===== config.mk =====
export PLATFORM = sky130hd
export DESIGN_NAME = reduce_gates_seq
export DESIGN_NICKNAME = d
export VERILOG_FILES = /design/src/rtl/reduce_gates_seq.sv
export SDC_FILE = /design/constraint.sdc
export NUM_CORES = 1
export LEC_CHECK = 0
export ABC_AREA = 1
export BUFFER_PORTS_ARGS = -buffer_cell sky130_fd_sc_hd__buf_2
export CAP_MARGIN = 5
export CORE_UTILIZATION = 58
export DETAILED_ROUTE_END_ITERATION = 8
export GPL_ROUTABILITY_DRIVEN = 0
export GPL_TIMING_DRIVEN = 0
export PLACE_DENSITY = 0.81
export SKIP_CTS_REPAIR_TIMING = 1
export SLEW_MARGIN = 20
export SYNTH_ARGS = -nofsm -noshare
export SYNTH_HDL_FRONTEND = slang
export SYNTH_SLANG_ARGS = --single-unit

===== constraint.sdc =====
create_clock -name clk -period 9.6 [get_ports clk]
set_input_delay 0.48 -clock clk [delete_from_list [all_inputs] [get_ports clk]]
set_output_delay 0.48 -clock clk [all_outputs]
set_load 0.01 [all_outputs]

===== src/rtl/reduce_gates_seq.sv =====
// reduce_gates_seq: multi-cycle AND/NAND/OR/NOR/XOR/popcount reduction over a val/rdy handshake
module reduce_gates_seq #(
    parameter  int NBITS  = 100,
    parameter  int CHUNK  = 16,
    localparam int NCHUNK = (NBITS + CHUNK - 1) / CHUNK,
    localparam int CW     = $clog2(NBITS + 1)
) (
    input  logic             clk,
    input  logic             reset,
    input  logic             in_val,
    output logic             in_rdy,
    input  logic [NBITS-1:0] in_,
    output logic             out_val,
    input  logic             out_rdy,
    output logic             out_and,
    output logic             out_nand,
    output logic             out_or,
    output logic             out_nor,
    output logic             out_xor,
    output logic [CW-1:0]    out_popcount
);
    localparam int PW = NCHUNK * CHUNK;
    localparam int IW = NCHUNK > 1 ? $clog2(NCHUNK) : 1;
    // Marks real operand bits; bits above NBITS in the last chunk are padding.
    localparam logic [PW-1:0] MASK = {PW{1'b1}} >> (PW - NBITS);

    typedef enum logic [1:0] {IDLE, BUSY, DONE} state_t;

    state_t           state_q, state_d;
    logic [IW-1:0]    idx_q, idx_d;
    logic [NBITS-1:0] data_q, data_d;
    logic             and_q, and_d, or_q, or_d, xor_q, xor_d;
    logic [CW-1:0]    cnt_q, cnt_d;
    logic             res_and_q, res_and_d, res_or_q, res_or_d, res_xor_q, res_xor_d;
    logic [CW-1:0]    res_cnt_q, res_cnt_d;
    logic [PW-1:0]    pad;
    logic [CHUNK-1:0] bits, valid;
    logic [CW-1:0]    chunk_cnt, n_cnt;
    logic             n_and, n_or, n_xor;

    // Slice out the current chunk and fold it into the running accumulators.
    always_comb begin
        pad       = PW'(data_q);
        bits      = CHUNK'(pad >> (int'(idx_q) * CHUNK));
        valid     = CHUNK'(MASK >> (int'(idx_q) * CHUNK));
        chunk_cnt = '0;
        for (int i = 0; i < CHUNK; i++) chunk_cnt = chunk_cnt + CW'(bits[i]);
        n_and     = and_q & (&(bits | ~valid));
        n_or      = or_q | (|bits);
        n_xor     = xor_q ^ (^bits);
        n_cnt     = cnt_q + chunk_cnt;
    end

    // Next-state logic: accept in IDLE, scan in BUSY, hold the result in DONE.
    always_comb begin
        state_d   = state_q;
        idx_d     = idx_q;
        data_d    = data_q;
        and_d     = and_q;
        or_d      = or_q;
        xor_d     = xor_q;
        cnt_d     = cnt_q;
        res_and_d = res_and_q;
        res_or_d  = res_or_q;
        res_xor_d = res_xor_q;
        res_cnt_d = res_cnt_q;
        unique case (state_q)
            IDLE: if (in_val) begin
                state_d = BUSY;
                data_d  = in_;
                idx_d   = '0;
                and_d   = 1'b1;
                or_d    = 1'b0;
                xor_d   = 1'b0;
                cnt_d   = '0;
            end
            BUSY: begin
                and_d = n_and;
                or_d  = n_or;
                xor_d = n_xor;
                cnt_d = n_cnt;
                idx_d = idx_q + IW'(1);
                if (idx_q == IW'(NCHUNK - 1)) begin
                    state_d   = DONE;
                    idx_d     = '0;
                    res_and_d = n_and;
                    res_or_d  = n_or;
                    res_xor_d = n_xor;
                    res_cnt_d = n_cnt;
                end
            end
            DONE: state_d = out_rdy ? IDLE : DONE;
            default: state_d = IDLE;
        endcase
    end

    // State and datapath registers with asynchronous active-low reset.
    always_ff @(posedge clk or negedge reset) begin
        if (!reset) begin
            state_q   <= IDLE;
            idx_q     <= '0;
            data_q    <= '0;
            and_q     <= 1'b1;
            or_q      <= 1'b0;
            xor_q     <= 1'b0;
            cnt_q     <= '0;
            res_and_q <= 1'b0;
            res_or_q  <= 1'b0;
            res_xor_q <= 1'b0;
            res_cnt_q <= '0;
        end else begin
            state_q   <= state_d;
            idx_q     <= idx_d;
            data_q    <= data_d;
            and_q     <= and_d;
            or_q      <= or_d;
            xor_q     <= xor_d;
            cnt_q     <= cnt_d;
            res_and_q <= res_and_d;
            res_or_q  <= res_or_d;
            res_xor_q <= res_xor_d;
            res_cnt_q <= res_cnt_d;
        end
    end

    assign in_rdy       = state_q == IDLE;
    assign out_val      = state_q == DONE;
    assign out_and      = res_and_q;
    assign out_nand     = ~res_and_q;
    assign out_or       = res_or_q;
    assign out_nor      = ~res_or_q;
    assign out_xor      = res_xor_q;
    assign out_popcount = res_cnt_q;
endmodule


==> After elaboration in Yosys (flattened, before gate mapping) <==
Index checks and enable logic that the tools add are counted.
{ "totals": {"ff_bits": 125, "wordCells": 65, "inputBits": 104, "output_inout_bits": 14} }
{ "classes": {"n_shift": 2, "bitwise": 7, "eq_ne": 5, "reduce_logical": 9, "n_mux": 14, "add_sub_neg": 17} }
{ "op_table": {"columns": ["operator", "count"], "rows": [
  [">> shifter 100 x 7 -> 16 bit", 1],
  [">> shifter 100 x 7 -> 16 bit (first input constant)", 1],
  ["adder 7 x 1 -> 7 bit", 9],
  ["inverter 16 bit", 1],
  ["OR 16 bit", 1],
  ["AND reduction 16 bit", 1],
  ["OR reduction 16 bit", 1],
  ["XOR reduction 16 bit", 1],
  ["one-hot mux 7 bit (2 select lines)", 1],
  ["AND reduction 2 bit", 4],
  ["adder 6 x 1 -> 7 bit", 1],
  ["adder 7 bit", 1],
  ["two-way mux 7 bit", 1],
  ["adder 5 x 1 -> 6 bit", 1],
  ["two-way mux 2 bit", 3],
  ["two-way mux 3 bit", 2],
  ["one-hot mux 1 bit (2 select lines)", 3],
  ["one-hot mux 2 bit (3 select lines)", 1],
  ["one-hot mux 3 bit (2 select lines)", 1],
  ["adder 4 x 1 -> 5 bit", 1],
  ["adder 3 x 1 -> 4 bit", 1],
  ["!= test 2 bit (second input constant)", 2],
  ["adder 2 x 1 -> 3 bit", 1],
  ["adder 3 x 1 -> 3 bit (second input constant)", 1],
  ["11 further kinds", 13]
]} }

==> Logic depth before layout (Yosys ltp) <==
Gate-level depths: netlist of run 1.
{ "depth": {"ltp_word": 18, "ltp_mapped": 25, "ltp_nobuf": 24} }

==> Worst setup path before layout of run 1 <==
No wires, ideal clock.
{ "synth_path": {"kind": "reg-to-reg", "startpoint": "reg idx_q[0]", "endpoint": "reg res_cnt_q[6], in the netlist out_popcount[6]", "path_buffers": 2, "setup_slack_ns": 5.034, "stages_incl_launch_ff": 26, "t_arrival_ns": 4.484, "path_cell_list": "dfrtp_1 > buf_6 > buf_6 > nor2_1 > nor2_1 > o21ai_1 > nand2_1 > a21oi_1 > fa_1 > inv_1 > fa_1 > inv_1 > fa_1 > inv_1 > fa_1 > fa_1 > inv_1 > fa_1 > inv_1 > nand3_1 > nand2_1 > a21oi_1 > nor2_1 > a21oi_1 > o21ai_0 > o21ai_0"} }
{ "synth_between": {"elab_chain_cells": 17, "word_cells_on_any_way": 19, "classes_between": "add/sub: 16; eq/ne: 1; shift: 1; reduce/logical: 1"} }
{ "synth_rtl": {"columns": ["item", "line", "source"], "rows": [
  ["start, declared", "30", "logic [IW-1:0] idx_q, idx_d;"],
  ["start signal, assigned", "113", "idx_q <= idx_d;"],
  [">> shifter 100 x 7 -> 16 bit", "44", "bits = CHUNK'(pad >> (int'(idx_q) * CHUNK));"],
  ["adder 1 x 1 -> 2 bit", "47", "for (int i = 0; i < CHUNK; i++) chunk_cnt = chunk_cnt + CW'(bits[i]);"],
  ["adder 2 x 1 -> 3 bit", "47", null],
  ["adder 3 x 1 -> 4 bit", "47", null],
  ["adder 4 x 1 -> 5 bit", "47", null],
  ["adder 5 x 1 -> 6 bit", "47", null],
  ["adder 6 x 1 -> 7 bit", "47", null],
  ["adder 7 x 1 -> 7 bit (9 in series)", "47", null],
  ["adder 7 bit", "51", "n_cnt = cnt_q + chunk_cnt;"],
  ["end signal, assigned", "122", "res_cnt_q <= res_cnt_d;"],
  ["end, declared", "35", "logic [CW-1:0] res_cnt_q, res_cnt_d;"]
]} }
Parallel ways exist; a longest one is shown, timed or not.
A chain may end at the register's enable or synchronous reset.

==> Worst setup path in the final report of run 1 <==
Ends and elaborated chain as after synthesis.

==> run_results.csv, run 1 <==
group,metric,value,unit
outcome,status,"finished clean",
place,port_buffers,117,
floorplan,ios,118,
clock_tree,cts_sinks,125,
yosys,yosys_warnings,0,
finish,nets,1120,
clock_tree,root_buffer,"clkbuf_16",
clock_tree,ctsHtreeMaxLevel,4,
critical_path,critPathLaunch,"idx_q[0]$_DFFE_PN0P_",
yosys,synth_edf_count,0,
clock_tree,insertion_delay,0.42,ns
sta,hold_slack,0.00950,ns
critical_path,r2r_end,"out_popcount[6]$_DFFE_PN0P_",
finish,area_delta_synth_final,20.6,%
yosys,syn_nets,983,
critical_path,slowest_stage,"fa_1",
yosys,async_flop_share,100,%
floorplan,dieWidth,108,um
critical_path,cp.arrival,5.51,ns
critical_path,crit_path_end_kind,"flop",
yosys,yosys.area.top_type_share,47.3,%
global_routing,grt_pass1_vias,5862,
sta,period_needed,5.17,ns
global_routing,track_usage,31.9,%
critical_path,critPathMaxFanout,10,
route,vias_per_cell,5.29,
route,ant_nets,0,
critical_path,cp.required,9.94,ns
yosys,netlist_instances,851,
floorplan,die_area,11700,sq um
min_path,holdCritPathClass,"in -> async",
global_routing,use_met2,50.2,%
global_routing,gr-total-overflow,0,
global_routing,antenna_found_initial,0,
route,vias,6017,
finish,drive_above_1_share,18.7,%
yosys,ys_seq_elements,125,
route,drt_iter0_drc,404,
sta,final.setup.tns,0,ns
yosys,ys_types,33,
critical_path,rr_startpoint,"idx_q[0]$_DFFE_PN0P_",
route,first_pass_iters,5,
global_routing,grt_pass1_wl,27.7,mm
critical_path,slowest_delay,0.54,ns
yosys,seq_area_frac_synth,47.7,%
sta,slew_violations,0,
global_routing,gr-usage-met3,8.14,%
clock_tree,cts.path.max_buffers,2,
clock_tree,clk_pin_slew,0.05,ns
clock_tree,cts_buffers,17,
critical_path,reg2reg_depth,25,
floorplan,core,10900,sq um
sta,worst_pin_slew,0.536,ns
sta,setup_viol,0,
yosys,synth_common_cells,"422 x nand2_1, 124 x dfrtp_1, 79 x inv_1, 54 x o21ai_0, 27 x nand3_1",
sta,finClkSkew,0.00581,ns
sta,finalCritPeriodShare,53.9,%
yosys,synth_area,6560,sq um
critical_path,cpMostUsedCell,"fa_1",
run,drv_cap,0,
critical_path,crit_path_start_kind,"flop",
sta,relSlewSlack,64.3,%
yosys,ys.flop_type,"dfrtp_1",
global_routing,top_usage_layer,"met2",
sta,fmax,0.193,GHz
route,wire_per_inst,14.9,um
critical_path,reg2reg_setup_slack,4.43,ns
floorplan,start_util,60.0,%
global_routing,met1_usage,41.8,%
floorplan,fp.dieH,108,um
global_routing,grt_max_degree,71,
place,dp_hpwl,12.3,mm
critical_path,crit_type,"reg -> reg",
route,route.detailed.drc,0,
finish,antenna_cells,0,
route,wl,17.0,mm
yosys,synth_top_area_cell,"dfrtp_1",
critical_path,critPathCapture,"out_popcount[6]$_DFFE_PN0P_",
floorplan,rows,38,
sta,rsz0062_at_grt,"no",
sta,hold_viol_final,0,
yosys,synth_area_per_cell,7.71,sq um
clock_tree,cts_tree,"built",
yosys,yosysMostFrequentCell,"nand2_1",
yosys,yosys-top-cells-area,"dfrtp_1 47%, nand2_1 24%, inv_1 4.5%",
## logic make-up (layout without fill, tap and decap cells)
group / Yosys count / in the layout / share of synthesized area (%)
compound gates: 86 / 86 / 7.13
xor+xnor: 10 / 10 / 1.34
fa+ha+maj: 28 / 28 / 6.71
buf+inv: 123 / 270 / 8.20
flops: 125 / 125 / 47.7
simple gates: 479 / 479 / 28.9
## state kept, by name, summed over array words and instances, names as in the netlist
register / count
data_q: 100
cnt_q: 7
out_popcount: 7
idx_q: 3
state_q: 2
and_q: 1
or_q: 1
out_and: 1
out_or: 1
out_xor: 1
xor_q: 1
## placed cells by master (no fill, tap or decap), types with 2 or more instances in the layout
cell,count
xor2_1,4
nand3b_1,2
clkinv_2,3
clkbuf_16,17
nor2_4,2
o21ai_1,4
o21a_1,4
o21ai_0,54
a21oi_1,13
nand3_1,27
fa_1,12
bufinv_16,2
or2_2,7
inv_2,6
buf_1,3
buf_4,2
clkbuf_1,15
clkbuf_8,2
ha_1,16
xnor2_1,6
nor2_2,4
nand2_1,422
buf_2,129
nor2_1,11
dfrtp_1,124
buf_6,8
inv_1,79
o211ai_1,8
## worst max-delay path: cells and delay by family, from the launching register on
kind | cells | cell delay [ns]
buf+inv | 7 | 0.78
simple gates | 7 | 0.55
flops | 1 | 0.41
fa+ha+maj | 6 | 2.72
compound gates | 5 | 0.61
## worst min path at each step
| stage | end | slack [ns] |
|---|---|---|
| after floorplan | cnt_q[0]$_DFFE_PN0P_ | 0.18 |
| after global placement | data_q[72]$_DFFE_PN0P_ | 0.46 |
| after detailed placement | data_q[72]$_DFFE_PN0P_ | 0.46 |
| after CTS | out_popcount[4]$_DFFE_PN0P_ | 0.03 |
| after global routing | out_popcount[4]$_DFFE_PN0P_ | 0.05 |
| final | out_popcount[4]$_DFFE_PN0P_ | 0.009 |
## routing by layer
layer	share of wire, %	wire length, um
met1	42	7090
met2	46	7870
met3	9.1	1540
met4	2.9	490
met5	0	0
## through the flow
stage / std cells / utilization, % / cell area (sq um) / setup WS [ns]
floorplan: 851 / - / 6560 / 5.03
global placement: 1108 / 66.9 / 7320 / 4.59
detailed placement: 1109 / 67.3 / 7350 / 4.51
CTS: 1138 / 72.3 / 7910 / 4.44
global route: 1138 / 72.3 / 7910 / 4.01
finish: 1138 / 72.3 / 7910 / 4.43
## area by class of cell
type,count,area [sq um]
tap,140,175
multi-input combinational,603,2890
timing repair buffer,118,619
fill,875,3030
sequential,125,3130
inverter,86,323
buffer,37,215
clock inverter,7,91.3
clock buffer,22,464
Power of run 1 is left out: the tool's default activity adds up to more than one toggle a clock period on the data nets, which glitch-free logic cannot reach.
==> inputs of run 2 (changes only) <==
--- a/config.mk
+++ b/config.mk
@@ -8,11 +8,11 @@
 export ABC_AREA = 1
 export BUFFER_PORTS_ARGS = -buffer_cell sky130_fd_sc_hd__buf_2
 export CAP_MARGIN = 5
-export CORE_UTILIZATION = 58
+export CORE_UTILIZATION = 51
 export DETAILED_ROUTE_END_ITERATION = 8
 export GPL_ROUTABILITY_DRIVEN = 0
 export GPL_TIMING_DRIVEN = 0
-export PLACE_DENSITY = 0.81
+export PLACE_DENSITY = 0.76
 export SKIP_CTS_REPAIR_TIMING = 1
 export SLEW_MARGIN = 20
 export SYNTH_ARGS = -nofsm -noshare
==> constraint.sdc (replaced) <==
create_clock -name clk -period 4.5 [get_ports clk]
set_input_delay 0.225 -clock clk [delete_from_list [all_inputs] [get_ports clk]]
set_output_delay 0.225 -clock clk [all_outputs]
set_load 0.01 [all_outputs]
==> run_results.csv, run 2 (synthesis results as in run 1) <==
group,metric,value,unit
outcome,status,"finished, violations left",
outcome,violations,"negative hold slack, negative setup slack",
finish,antenna_cells,0,
sta,setup_slack,-0.399,ns
sta,hold_viol_final,2,
critical_path,crit_path_end_kind,"flop",
min_path,hp-start,"in_[71]",
critical_path,reg2reg_setup_slack,-0.40,ns
global_routing,grt_pass1_wl,29.4,mm
floorplan,rows,41,
finish,final_common_cell,"nand2_1",
route,drt_iter0_drc,502,
critical_path,cpMostUsedCell,"nand2_1",
sta,hold_slack,-0.00218,ns
finish,largest-register,"data_q",
route,ant_nets,0,
sta,period_needed,4.90,ns
floorplan,start_util,52.2,%
route,vias,6114,
floorplan,fp.dieH,115,um
clock_tree,root_buffer,"clkbuf_16",
finish,drive_above_1_share,23.1,%
critical_path,crit_path_start_kind,"flop",
global_routing,grt_max_degree,68,
min_path,holdPathEnd,"data_q[71]$_DFFE_PN0P_",
floorplan,core,12600,sq um
sta,worst_pin_slew,0.554,ns
clock_tree,cts_buffers,17,
global_routing,gr-total-overflow,0,
sta,fmax,0.204,GHz
sta,slew_violations,0,
floorplan,dieWidth,115,um
critical_path,slowest_stage,"fa_1",
global_routing,track_usage,29.4,%
critical_path,cp.arrival,5.24,ns
critical_path,reg2reg_depth,25,
route,first_pass_iters,5,
place,dp_hpwl,12.9,mm
critical_path,rr_startpoint,"idx_q[0]$_DFFE_PN0P_",
critical_path,r2r_end,"out_popcount[6]$_DFFE_PN0P_",
clock_tree,cts_sinks,125,
sta,finalCritPeriodShare,109,%
clock_tree,clk_pin_slew,0.05,ns
critical_path,slowest_delay,0.56,ns
sta,rsz0062_at_grt,"yes",
finish,final_util,66.1,%
clock_tree,insertion_delay,0.42,ns
global_routing,grt_pass1_vias,6113,
finish,mostFrequentLayoutCells,"410 x nand2_1, 126 x buf_2, 123 x dfrtp_1",
sta,setup_viol,10,
finish,nets,1144,
global_routing,antenna_found_initial,0,
critical_path,crit_type,"reg -> reg",
clock_tree,cts.path.max_buffers,2,
finish,area_delta_synth_final,26.6,%
clock_tree,cts_tree,"built",
min_path,min_path_cells,3,
min_path,holdCritPathClass,"in -> reg",
floorplan,ios,118,
sta,relSlewSlack,63.1,%
sta,finClkSkew,0.00906,ns
route,wire_per_inst,15.2,um
critical_path,critPathMaxFanout,5,
critical_path,crit_family,"adder cells",
clock_tree,ctsHtreeMaxLevel,4,
critical_path,critPathBufInv,7,
finish,largest_reg_flops,100,
route,route.detailed.drc,0,
route,vias_per_cell,5.12,
route,wl,18.2,mm
sta,final.setup.tns,-2.20,ns
floorplan,die_area,13300,sq um
run,drv_cap,0,
critical_path,cp.required,4.84,ns
place,port_buffers,117,
==> run 2: cell types whose count changed in the layout (fill, tap and decap cells not counted), moves of 4 or more <==
cell	previous run	this run
a21oi_1	13	9
buf_4	2	20
clkbuf_8	2	6
dlygate4sd3_1	0	4
nand2_1	422	410
nand2_2	0	11
o21ai_0	54	49
o21ai_1	4	8
==> run 2: stage by stage <==
step           area [sq um]  std cells  setup slack, ns
2_1_floorplan          6560        851          0.00169
3_3_place_gp           7360       1140           -0.447
3_5_place_dp           7400       1141           -0.589
4_1_cts                7990       1171           -0.588
5_1_grt                8310       1195           -0.634
6_report               8310       1195           -0.399
==> run 2: worst register-to-register path: stages (launching register included) <==
cell     delay, ns
dfrtp_2       0.46
buf_4         0.16
buf_4         0.15
nand2_1       0.06
nand2_1       0.08
nand2_1       0.07
nand2_1       0.07
nand2_1       0.10
nand2_2       0.09
fa_1          0.51
fa_1          0.56
inv_1         0.05
fa_1          0.49
inv_2         0.04
fa_1          0.54
fa_2          0.23
inv_2         0.05
fa_2          0.36
inv_2         0.09
nand3_2       0.08
nand2_2       0.09
a21oi_2       0.06
nor2_2        0.16
buf_4         0.13
o21ai_2       0.05
o21ai_1       0.12
==> run 2: how the worst max path moves through the flow <==
| stage | startpoint | end | slack (ns) | depth (start not counted) |
|---|---|---|---|---|
| after CTS | idx_q[0]$_DFFE_PN0P_ | out_popcount[6]$_DFFE_PN0P_ | -0.59 | 25 |
| after detailed placement | idx_q[0]$_DFFE_PN0P_ | out_popcount[6]$_DFFE_PN0P_ | -0.59 | 25 |
| final | idx_q[0]$_DFFE_PN0P_ | out_popcount[6]$_DFFE_PN0P_ | -0.40 | 25 |
| after global placement | idx_q[0]$_DFFE_PN0P_ | out_popcount[6]$_DFFE_PN0P_ | -0.45 | 25 |
| after floorplan | idx_q[0]$_DFFE_PN0P_ | out_popcount[6]$_DFFE_PN0P_ | 0.002 | 25 |
| after global routing | idx_q[0]$_DFFE_PN0P_ | out_popcount[6]$_DFFE_PN0P_ | -0.63 | 25 |
==> run 2: final cells by class <==
type                            count  area [sq um]
Timing Repair Buffer              144           836
Fill cell                        1054          4260
Clock inverter                      6          82.6
Inverter                           86           330
Multi-Input combinational cell    603          2980
Buffer                             35           223
Sequential cell                   125          3130
Clock buffer                       24           512
Tap cell                          172           215
==> run 2: metal layers <==
layer  track usage, %  routed length [um]  share of wire (%)
met1             39.5                7850                 43
met2             47.2                8470                 47
met3             6.01                1400                7.7
met4             11.1                 457                2.5
met5                0                   0                  0
Power of run 2 is left out for the same reason.
